===== config.mk =====
export PLATFORM = sky130hd
export DESIGN_NAME = popcount_bcd_seq
export DESIGN_NICKNAME = d
export VERILOG_FILES = /design/src/rtl/popcount_bcd_seq.sv
export SDC_FILE = /design/constraint.sdc
export NUM_CORES = 1
export LEC_CHECK = 0
export ABC_AREA = 0
export CAP_MARGIN = 20
export CELL_PAD_IN_SITES_DETAIL_PLACEMENT = 1
export CELL_PAD_IN_SITES_GLOBAL_PLACEMENT = 1
export CORE_MARGIN = 3
export CORE_UTILIZATION = 30
export CTS_CLUSTER_SIZE = 28
export DETAILED_ROUTE_END_ITERATION = 16
export MAX_ROUTING_LAYER = met4
export PLACE_DENSITY_LB_ADDON = 0.15
export SETUP_SLACK_MARGIN = 0.1
export SYNTH_ARGS = -nofsm -noshare
export SYNTH_HDL_FRONTEND = slang
export SYNTH_SLANG_ARGS = --single-unit

===== constraint.sdc =====
create_clock -name clk -period 2.32 [get_ports clk]
set_input_delay 0.464 -clock clk [delete_from_list [all_inputs] [get_ports clk]]
set_output_delay 0.464 -clock clk [all_outputs]
set_load 0.01 [all_outputs]

===== src/rtl/popcount_bcd_seq.sv =====
// Handshaked popcount -> double-dabble BCD sequencer: counts one bit per cycle,
// converts the count to packed 4-digit BCD, and holds the result until the next request.
module popcount_bcd_seq #(
    parameter int DATA_W = 9,
    parameter int BIN_W  = 14
) (
    input  logic              clk,
    input  logic              rst,
    input  logic              start,
    input  logic [DATA_W-1:0] din,
    output logic              busy,
    output logic              done,
    output logic [BIN_W-1:0]  count,
    output logic [15:0]       bcd
);

    localparam int MAX_N = (DATA_W > BIN_W) ? DATA_W : BIN_W;
    localparam int ITR_W = $clog2(MAX_N + 1);

    typedef enum logic [1:0] {
        S_IDLE,
        S_COUNT,
        S_CONVERT,
        S_DONE
    } state_t;

    state_t             state;
    state_t             state_next;

    logic [DATA_W-1:0]  shreg;
    logic [BIN_W-1:0]   acc;
    logic [BIN_W-1:0]   bin_w;
    logic [15:0]        bcd_w;
    logic [ITR_W-1:0]   itr;

    logic [BIN_W-1:0]   acc_next;
    logic [15:0]        bcd_adj;
    logic [15:0]        bcd_shift;
    logic [BIN_W-1:0]   bin_shift;
    logic               last_bit;
    logic               last_itr;

    assign acc_next = acc + BIN_W'(shreg[0]);
    assign last_bit = (itr == ITR_W'(DATA_W - 1));
    assign last_itr = (itr == ITR_W'(BIN_W - 1));

    // Add-3 correction on every digit >= 5 before the shift, so the doubling carries in decimal.
    always_comb begin
        bcd_adj = bcd_w;
        for (int i = 0; i < 4; i++) begin
            if (bcd_w[4*i +: 4] >= 4'd5) begin
                bcd_adj[4*i +: 4] = bcd_w[4*i +: 4] + 4'd3;
            end
        end
    end

    assign bcd_shift = {bcd_adj[14:0], bin_w[BIN_W-1]};
    assign bin_shift = bin_w << 1;

    always_ff @(posedge clk) begin
        // NOTE: sequential state uses non-blocking assignments so every register samples pre-edge values.
        if (rst) begin
            state <= S_IDLE;
        end else begin
            state <= state_next;
        end
    end

    always_comb begin
        // NOTE: every output of this block gets a default first, so no path can infer a latch.
        state_next = state;
        busy       = 1'b0;
        done       = 1'b0;
        case (state)
            S_IDLE: begin
                if (start) begin
                    state_next = S_COUNT;
                end
            end
            S_COUNT: begin
                busy = 1'b1;
                if (last_bit) begin
                    state_next = S_CONVERT;
                end
            end
            S_CONVERT: begin
                busy = 1'b1;
                if (last_itr) begin
                    state_next = S_DONE;
                end
            end
            S_DONE: begin
                busy       = 1'b1;
                done       = 1'b1;
                state_next = S_IDLE;
            end
            default: state_next = S_IDLE;
        endcase
    end

    // acc keeps the final popcount through CONVERT, so it feeds count directly;
    // outputs load on the last conversion edge so they are already valid during DONE.
    always_ff @(posedge clk) begin
        if (rst) begin
            shreg <= '0;
            acc   <= '0;
            bin_w <= '0;
            bcd_w <= '0;
            itr   <= '0;
            count <= '0;
            bcd   <= '0;
        end else begin
            case (state)
                S_IDLE: begin
                    if (start) begin
                        shreg <= din;
                        acc   <= '0;
                        itr   <= '0;
                    end
                end
                S_COUNT: begin
                    acc   <= acc_next;
                    shreg <= shreg >> 1;
                    itr   <= itr + ITR_W'(1);
                    if (last_bit) begin
                        bin_w <= acc_next;
                        bcd_w <= '0;
                        itr   <= '0;
                    end
                end
                S_CONVERT: begin
                    bcd_w <= bcd_shift;
                    bin_w <= bin_shift;
                    itr   <= itr + ITR_W'(1);
                    if (last_itr) begin
                        count <= acc;
                        bcd   <= bcd_shift;
                    end
                end
                default: ;
            endcase
        end
    end

endmodule


==> flow_metrics.env, run 1 <==
export IMPL_synth_main_ff_cell="dfxtp_1"
export IMPL_synth_area_sq_um=4370
export IMPL_synth_seq_cells=89
export IMPL_placementRows=43
export IMPL_fin_nets=579
export IMPL_powerDensity_nw_per_um2=830
export IMPL_globalRouteTotalUtil_pct=15.8
export IMPL_synthDistinctLibCells=55
export IMPL_status="finished clean"
export IMPL_grt_ovfl_total=0
export IMPL_synthTopCellsByArea="dfxtp_1, nand2_1, ha_1, a21oi_1, mux2i_1"
export IMPL_yosysSeqAreaShare_pct=40.8
export IMPL_placed_cells=718
export IMPL_rsz0062_at_grt="no"
export IMPL_multi_input_area_sq_um=2360
export IMPL_routedWlPerCell_um=16.0
export IMPL_synth_cells=509
export IMPL_ant_nets=0
export IMPL_p_int_mw=2.96
export IMPL_synth_top_area_share_pct=40.8
export IMPL_initial_core_util_pct=31.1
export IMPL_combPwrFrac_pct=27.0
export IMPL_yosys_warnings=0
export IMPL_fin_util_pct=37.8
export IMPL_nFillCells=1613
export IMPL_hold_viol=0
export IMPL_antenna_found_initial=0
export IMPL_tightest_slew_ns=0.627
export IMPL_cts_htree_levels=3
export IMPL_timing_final_crit_share_pct=89.6
export IMPL_cp_top_family="buffers and inverters"
export IMPL_r2r_setup_slack_ns=0.32
export IMPL_port_buffers=43
export IMPL_worstSetupPathType="reg2out"
export IMPL_post_route_drc_count=0
export IMPL_synth_fp_nets=539
export IMPL_cap_violations=0
export IMPL_via_count=3791
export IMPL_synth_compound_area_share_pct=19.2
export IMPL_path_buf_inv=3
export IMPL_crit_top_cell="inv_1"
export IMPL_clock_fmax_mhz=481
export IMPL_gp_congestion=0.805
export IMPL_via_per_inst=5.17
export IMPL_worstPathRequired_ns=1.86
export IMPL_drtIter0Drc=173
export IMPL_layout_cells_non_filler=733
export IMPL_cts_tree="yes"
export IMPL_synth_edf_count=0
export IMPL_crit_path_start_kind="flip-flop"
export IMPL_peakVddDrop_v=0.000450
export IMPL_diodes=0
export IMPL_skew_ns=0.00982
export IMPL_syn_to_final_growth_pct=21.4
export IMPL_grt_pass1_vias=3917
export IMPL_p_switching_mw=1.44
export IMPL_final_cell_mix="dfxtp_1, nand2_1, a21oi_1, clkdlybuf4s50_1, nor2_1"
export IMPL_die_w_um=127
export IMPL_synth_area_leader_cell="dfxtp_1"
export IMPL_cts_buffer_depth=2
export IMPL_regArea_sq_um=1780
export IMPL_setup_tns_final_ns=0
export IMPL_die_height_um=127
export IMPL_dieArea_sq_um=16000
export IMPL_drive_above_1_share_pct=9.40
export IMPL_cp_cell_sequence="inv_1 > ha_1 > inv_1 > clkdlybuf4s50_1"
export IMPL_insertion_delay_ns=0.35
export IMPL_synth_xor_area_share_pct=2.00
export IMPL_finalPower_mw=4.40
export IMPL_fp_coreArea_sq_um=14000
export IMPL_synth_top_family_by_area="simple AND/OR/NAND/NOR gates"
export IMPL_cts_inserted_buffers=9
export IMPL_synth_simple_area_share_pct=24.0
export IMPL_dp_hpwl_mm=8.50
export IMPL_p_leak_nw=1.91
export IMPL_num_io_pins=44
export IMPL_swShare_pct=32.7
export IMPL_cpMaxStageDelayCell="clkdlybuf4s50_1"
export IMPL_cts_root_buf="clkbuf_16"
export IMPL_hp_class="reg2reg"
export IMPL_firstDrtPassIters=4
export IMPL_drv_slew=0
export IMPL_grt_start_max_net_pins=43
export IMPL_critPathArrivalTime_ns=1.61
export IMPL_routed_wl_mm=11.7
export IMPL_max_stage_delay_ns=0.54
export IMPL_cts_sinks=89
export IMPL_synth_mux_area_share_pct=3.67
export IMPL_cp_end_kind="output port"
export IMPL_avgSynthCellArea_sq_um=8.58
export IMPL_setup_viol=0
export IMPL_hold_ws_ns=0.450
export IMPL_postCtsHoldBufs=0
export IMPL_max_slew_margin_pct=58.0
export IMPL_ys_async_sr_fraction_pct=0
export IMPL_clockPowerShare_pct=33.9
export IMPL_seq_power_share_pct=39.1
export IMPL_grt_pass1_wl_mm=20.0
export IMPL_worst_path_max_fanout=4
export IMPL_final_min_clock_period_ns=2.08
export IMPL_synth_adder_area_share_pct=5.15
export IMPL_clk_pin_slew_ns=0.07
export IMPL_final_common_cell="dfxtp_1"
-- flip-flops by register name, indices dropped and copies added, names as in the netlist --
register	cells
bcd	16
bcd_w	16
acc	14
bin_w	14
count	14
shreg	9
itr	4
state	2
-- power by group through the flow --
stage	clock, mW	combinational, mW	sequential, mW
floorplan	0	0.845	1.73
global placement	0	1.19	1.75
detailed placement	0	1.19	1.76
CTS	1.53	1.20	1.72
global route	1.59	1.34	1.74
finish	1.49	1.19	1.72
-- worst min-delay path, cell delays in order (launching register included) --
cell,delay (ns)
dfxtp_1,0.31
nand2_1,0.05
a21oi_1,0.05
-- through the flow --
stage,instance area (sq um),setup slack (ns)
5_1_grt,5300,0.118
6_report,5300,0.241
3_5_place_dp,5000,0.265
2_1_floorplan,4370,0.579
4_1_cts,5300,0.177
3_3_place_gp,5000,0.293
-- cells in the mapped netlist, types with 12 or more instances --
master / n
a211oi_1: 12
a21oi_1: 42
buf_2: 14
clkbuf_1: 14
dfxtp_1: 89
ha_1: 18
inv_1: 17
mux2i_1: 16
nand2_1: 64
nand2b_1: 12
nand3_1: 12
nor2_1: 34
nor3_1: 16
nor3b_1: 13
o21ai_0: 20
-- kinds of logic after synthesis --
family	count (synthesis)
flip-flops	89
buffers and inverters	51
adder cells (fa/ha/maj)	18
AND/OR/NAND/NOR	196
XOR/XNOR	10
multiplexers	16
AO/OA/AOI/OAI	129
-- layer usage --
metal  routed length, um  vias to the layer above  global-route usage (%)
met1                5950                     1840                    21.0
met4                 222                        0                    5.93
met3                 328                       14                    2.86
met2                5240                       49                    24.0
met5                   0                        -                       -
li1                    -                     1888                       -
-- timing repair --
item | in CTS | in global routing
resized for setup | 0 | 2
endpoints found under the setup margin | 0 | 4
buffers inserted | 0 | 0
hold endpoints to repair | 0 | 0
-- path summary, 6_finish.rpt --
kind         startpoint       end  cells past startpoint
max            state[1]      busy                      4
min            bin_w[2]  bin_w[2]                      2
min reg2reg    bin_w[2]  bin_w[2]                      2
max reg2reg    state[0]   bcd[10]                      7
-- cell type report --
type	instances	share of cell area, %
inverter	18	1.27
sequential	89	33.6
multi-input combinational	369	44.5
clock inverter	3	0.755
timing repair buffer	62	10.7
tap	180	4.25
clock buffer	12	4.84
Note: power is estimated with default switching activity, not from simulation.
==> inputs of run 2 (changes only) <==
--- a/config.mk
+++ b/config.mk
@@ -14,7 +14,7 @@
 export CTS_CLUSTER_SIZE = 28
 export DETAILED_ROUTE_END_ITERATION = 16
 export MAX_ROUTING_LAYER = met4
-export PLACE_DENSITY_LB_ADDON = 0.15
+export PLACE_DENSITY_LB_ADDON = 0.1
 export SETUP_SLACK_MARGIN = 0.1
 export SYNTH_ARGS = -nofsm -noshare
 export SYNTH_HDL_FRONTEND = slang
==> constraint.sdc (replaced) <==
create_clock -name clk -period 2.08 [get_ports clk]
set_input_delay 0.416 -clock clk [delete_from_list [all_inputs] [get_ports clk]]
set_output_delay 0.416 -clock clk [all_outputs]
set_load 0.01 [all_outputs]
==> run 2 against run 1 <==
Combinational power is 23% higher. Clock power is 11% higher. Register-to-register slack worse by 0.11 ns. Global-route usage is 0.76 points higher. Setup slack worse by 0.032 ns. Clock skew is 0.0037 ns lower. Via count is 2.2% higher. Sequential share of layout area is 0.71 points lower. Largest cell class unchanged.
==> flow_metrics.env, run 2 (synthesized netlist as in run 1, its figures left out) <==
export IMPL_layout_cells_non_filler=741
export IMPL_postCtsHoldBufs=0
export IMPL_clock_fmax_mhz=534
export IMPL_fin_nets=587
export IMPL_timing_final_crit_share_pct=90.0
export IMPL_cp_end_kind="flip-flop"
export IMPL_r2r_setup_slack_ns=0.21
export IMPL_cts_setup_buffers=0
export IMPL_cts_inserted_buffers=9
export IMPL_skew_ns=0.00610
export IMPL_cts_buffer_depth=2
export IMPL_cts_htree_levels=3
export IMPL_worst_path_max_fanout=8
export IMPL_syn_to_final_growth_pct=24.0
export IMPL_r2r_start="acc[0]"
export IMPL_globalRouteTotalUtil_pct=16.6
export IMPL_nFillCells=1650
export IMPL_die_height_um=127
export IMPL_regArea_sq_um=1780
export IMPL_post_route_drc_count=0
export IMPL_setup_viol=0
export IMPL_cts_tree="yes"
export IMPL_via_count=3875
export IMPL_hp_class="reg2reg"
export IMPL_num_io_pins=44
export IMPL_routedWlPerCell_um=16.7
export IMPL_reg2reg_to="bin_w[10]"
export IMPL_grt_pass1_wl_mm=20.7
export IMPL_grt_ovfl_total=0
export IMPL_clk_pin_slew_ns=0.06
export IMPL_critPathArrivalTime_ns=2.09
export IMPL_firstDrtPassIters=4
export IMPL_via_per_inst=5.23
export IMPL_max_slew_margin_pct=71.7
export IMPL_tightest_slew_ns=0.419
export IMPL_hold_depth=2
export IMPL_grt_pass1_vias=4005
export IMPL_worstSetupPathType="reg2reg"
export IMPL_p_leak_nw=1.97
export IMPL_cp_cell_sequence="ha_1 > ha_2 > nand2_2 > or4_4 > xor2_1 > o22ai_1"
export IMPL_reg_top3="bcd x16, bcd_w x16"
export IMPL_antenna_found_initial=0
export IMPL_powerDensity_nw_per_um2=929
export IMPL_insertion_delay_ns=0.35
export IMPL_grt_start_max_net_pins=37
export IMPL_port_buffers=43
export IMPL_drtIter0Drc=134
export IMPL_cpMaxStageDelayCell="or4_4"
export IMPL_setup_tns_final_ns=0
export IMPL_initial_core_util_pct=31.1
export IMPL_crit_path_start_kind="flip-flop"
export IMPL_cts_sinks=89
export IMPL_cts_root_buf="clkbuf_16"
export IMPL_diodes=0
export IMPL_worstPathRequired_ns=2.30
export IMPL_routed_wl_mm=12.4
export IMPL_dp_hpwl_mm=8.97
export IMPL_hold_viol=0
export IMPL_placementRows=43
export IMPL_max_stage_delay_ns=0.55
export IMPL_gp_congestion=0.801
export IMPL_final_cell_mix="dfxtp_1, nand2_1, a21oi_1"
export IMPL_final_common_cell="dfxtp_1"
export IMPL_fp_coreArea_sq_um=14000
export IMPL_peakVddDrop_v=0.000518
export IMPL_cap_violations=0
export IMPL_die_w_um=127
export IMPL_rsz0062_at_grt="yes"
export IMPL_placed_cells=726
export IMPL_multi_input_area_sq_um=2380
export IMPL_ant_nets=0
export IMPL_holdCritStartpoint="bin_w[5]"
export IMPL_drive_above_1_share_pct=11.4
export IMPL_final_min_clock_period_ns=1.87
export IMPL_drv_slew=0
export IMPL_status="finished clean"
export IMPL_dieArea_sq_um=16000
export IMPL_worstHoldEndpoint="bin_w[5]"
export IMPL_rr_worst_depth=6
export IMPL_finalPower_mw=5.03
## run 2: worst max-delay path, delay by kind of cell (launching register included)
kind | cells | cell delay [ns]
flops | 1 | 0.36
compound gates | 1 | 0.10
simple gates | 2 | 0.69
xor+xnor | 1 | 0.17
fa+ha+maj | 2 | 0.43
## run 2: how the worst max path moves through the flow
stage | to | cells after the start | start | slack, ns
after floorplan | bin_w[13] | 8 | itr[0] | 0.34
after global placement | bcd_w[2] | 6 | itr[0] | 0.18
after detailed placement | bin_w[10] | 6 | acc[0] | 0.1
after CTS | bcd[15] | 7 | state[0] | 0.12
after global routing | bin_w[10] | 6 | acc[0] | 0.07
final | bin_w[10] | 6 | acc[0] | 0.21
## run 2: through the flow
step | util [%] | instance area [sq um] | setup slack, ns | hold slack (ns)
finish | 38.6 | 5420 | 0.209 | 0.448
global route | 38.6 | 5420 | 0.0718 | 0.475
CTS | 38.5 | 5400 | 0.118 | 0.455
detailed placement | 36.3 | 5100 | 0.0977 | 0.446
floorplan | - | 4370 | 0.339 | 0.420
global placement | 36.3 | 5100 | 0.177 | 0.436
## run 2: per-layer routing
layer	vias up	global-route usage [%]	share of wire (%)
met5	-	-	0
met4	0	5.99	1.4
met3	11	2.95	3.0
met2	56	26.2	46
met1	1891	21.3	49
li1	1917	-	-
## run 2: final cells by class
class	instances	area share, %
Multi-Input combinational cell	369	43.9
Sequential cell	89	32.9
Timing Repair Buffer	70	12.3
Clock buffer	12	4.73
Tap cell	180	4.16
Inverter	18	1.25
Clock inverter	3	0.739
## run 2: report_power, final
group | switching (mW) | internal [mW]
registers | 0.0775 | 1.84
clock network | 0.677 | 0.987
logic | 0.905 | 0.550
total | 1.66 | 3.37
## run 2: what timing repair did
item / CTS / global route
resized for setup: 4 / 4
pin swaps: 0 / 1
setup endpoints to repair: 4 / 14
==> inputs of run 3 (changes only) <==
--- a/config.mk
+++ b/config.mk
@@ -10,9 +10,10 @@
 export CELL_PAD_IN_SITES_DETAIL_PLACEMENT = 1
 export CELL_PAD_IN_SITES_GLOBAL_PLACEMENT = 1
 export CORE_MARGIN = 3
-export CORE_UTILIZATION = 30
+export CORE_UTILIZATION = 43
 export CTS_CLUSTER_SIZE = 28
 export DETAILED_ROUTE_END_ITERATION = 16
+export GPL_ROUTABILITY_DRIVEN = 0
 export MAX_ROUTING_LAYER = met4
 export PLACE_DENSITY_LB_ADDON = 0.1
 export SETUP_SLACK_MARGIN = 0.1
==> run 3 against run 2 <==
Sequential share of layout area is 1.8 points higher. Core utilization grew 14 points. Clock skew rose by 0.00070 ns. Worst hold slack worse by 0.12 ns. First-iteration DRC count up 35%. Setup slack got worse by 0.032 ns. Clock-buffer cell count is the same. Cell area shrank 5.0%. Critical endpoint unchanged. Largest power group unchanged.
==> flow_metrics.env, run 3 (synthesized netlist as in run 1, its figures left out) <==
export IMPL_status="finished clean"
export IMPL_cts_sinks=89
export IMPL_setup_viol=0
export IMPL_via_count=3831
export IMPL_final_min_clock_period_ns=1.90
export IMPL_critPathArrivalTime_ns=2.15
export IMPL_worst_path_max_fanout=8
export IMPL_final_cell_mix="dfxtp_1, nand2_1, a21oi_1"
export IMPL_routed_wl_mm=11.6
export IMPL_routedWlPerCell_um=16.9
export IMPL_num_io_pins=44
export IMPL_grt_start_max_net_pins=36
export IMPL_port_buffers=43
export IMPL_reg_top3="bcd x16, bcd_w x16"
export IMPL_cap_violations=0
export IMPL_hp_class="in2reg"
export IMPL_hold_viol=0
export IMPL_fin_nets=580
export IMPL_cts_inserted_buffers=9
export IMPL_clock_fmax_mhz=526
export IMPL_dieArea_sq_um=11400
export IMPL_cp_end_kind="flip-flop"
export IMPL_crit_path_start_kind="flip-flop"
export IMPL_tightest_slew_ns=0.541
export IMPL_post_route_drc_count=0
export IMPL_worstPathRequired_ns=2.32
export IMPL_diodes=0
export IMPL_cts_setup_buffers=0
export IMPL_placed_area_sq_um=4950
export IMPL_fin_util_pct=52.4
export IMPL_initial_core_util_pct=44.5
export IMPL_postCtsHoldBufs=0
export IMPL_final_common_cell="dfxtp_1"
export IMPL_cp_top_family="simple AND/OR/NAND/NOR gates"
export IMPL_path_buf_inv=0
export IMPL_grt_ovfl_total=0
export IMPL_max_slew_margin_pct=63.9
export IMPL_drv_slew=0
export IMPL_via_per_inst=5.59
export IMPL_grt_pass1_wl_mm=19.6
export IMPL_clk_pin_slew_ns=0.08
export IMPL_insertion_delay_ns=0.36
export IMPL_firstDrtPassIters=6
export IMPL_setup_tns_final_ns=0
export IMPL_antenna_found_initial=0
export IMPL_cts_root_buf="clkbuf_8"
export IMPL_die_height_um=107
export IMPL_timing_final_crit_share_pct=91.5
export IMPL_design_area_sq_um=5140
export IMPL_p_leak_nw=1.85
export IMPL_dp_hpwl_mm=8.42
export IMPL_drtIter0Drc=181
export IMPL_cpMaxStageDelayCell="or4_4"
export IMPL_worstSetupPathType="reg2reg"
export IMPL_grt_pass1_vias=3983
export IMPL_max_stage_delay_ns=0.55
export IMPL_placementRows=36
export IMPL_cts_tree="yes"
export IMPL_cts_buffer_depth=2
export IMPL_powerDensity_nw_per_um2=840
export IMPL_globalRouteTotalUtil_pct=21.8
export IMPL_rsz0062_at_grt="yes"
export IMPL_peakVddDrop_v=0.000780
export IMPL_skew_ns=0.00680
export IMPL_cts_htree_levels=3
export IMPL_r2r_setup_slack_ns=0.18
export IMPL_ant_nets=0
export IMPL_drive_above_1_share_pct=10.5
export IMPL_cp_cell_sequence="ha_1 > ha_2 > nand2_2 > or4_4 > xor2_1 > o22ai_1"
export IMPL_die_w_um=107
export IMPL_fp_coreArea_sq_um=9820
export IMPL_nFillCells=1216
export IMPL_syn_to_final_growth_pct=17.8
run 3: cell count changes in the layout (fill, tap and decap cells not counted), sizes merged:
cell and delta:
buf -7, bufinv -1, clkinv -1
run 3: worst paths after layout:
| kind | depth (start not counted) | to | start |
|---|---|---|---|
| min | 2 | bcd_w[3] | rst |
| max | 6 | bin_w[10] | acc[0] |
| min reg2reg | 2 | bin_w[2] | bin_w[2] |
| max reg2reg | 6 | bin_w[10] | acc[0] |
run 3: area by class of cell:
type                            instances  area, sq um  area share (%)
Timing Repair Buffer                   63          578            11.2
Tap cell                              133          166            3.23
Clock inverter                          1         5.00          0.0973
Sequential cell                        89         1780            34.7
Clock buffer                           12          145            2.82
Multi-Input combinational cell        369         2400            46.6
Inverter                               18         67.6            1.31
run 3: stage by stage:
step / hold slack [ns] / std cells / setup WS [ns] / total power [mW]
after detailed placement: 0.447 / 672 / -0.177 / 3.29
after floorplan: 0.420 / 509 / 0.339 / 2.87
after CTS: 0.305 / 685 / 0.121 / 4.34
after global routing: 0.340 / 685 / 0.0707 / 4.57
after global placement: 0.436 / 672 / 0.00320 / 3.22
final: 0.327 / 685 / 0.177 / 4.32
run 3: layer usage:
metal  up-vias  GRT usage (%)  wire (um)
met2        55           36.3       5600
li1       1891              -          -
met1      1870           27.3       5480
met3        15           3.07        322
met4         0           7.67        201
met5         -              -          0
run 3: report_power, final:
| group | internal, mW | switching (mW) |
|---|---|---|
| registers | 1.84 | 0.0825 |
| clock network | 0.447 | 0.586 |
| logic | 0.480 | 0.890 |
run 3: timing repair:
action / CTS / global route
setup endpoints to repair: 28 / 33
gates resized for setup: 8 / 7
pin swaps: 0 / 1
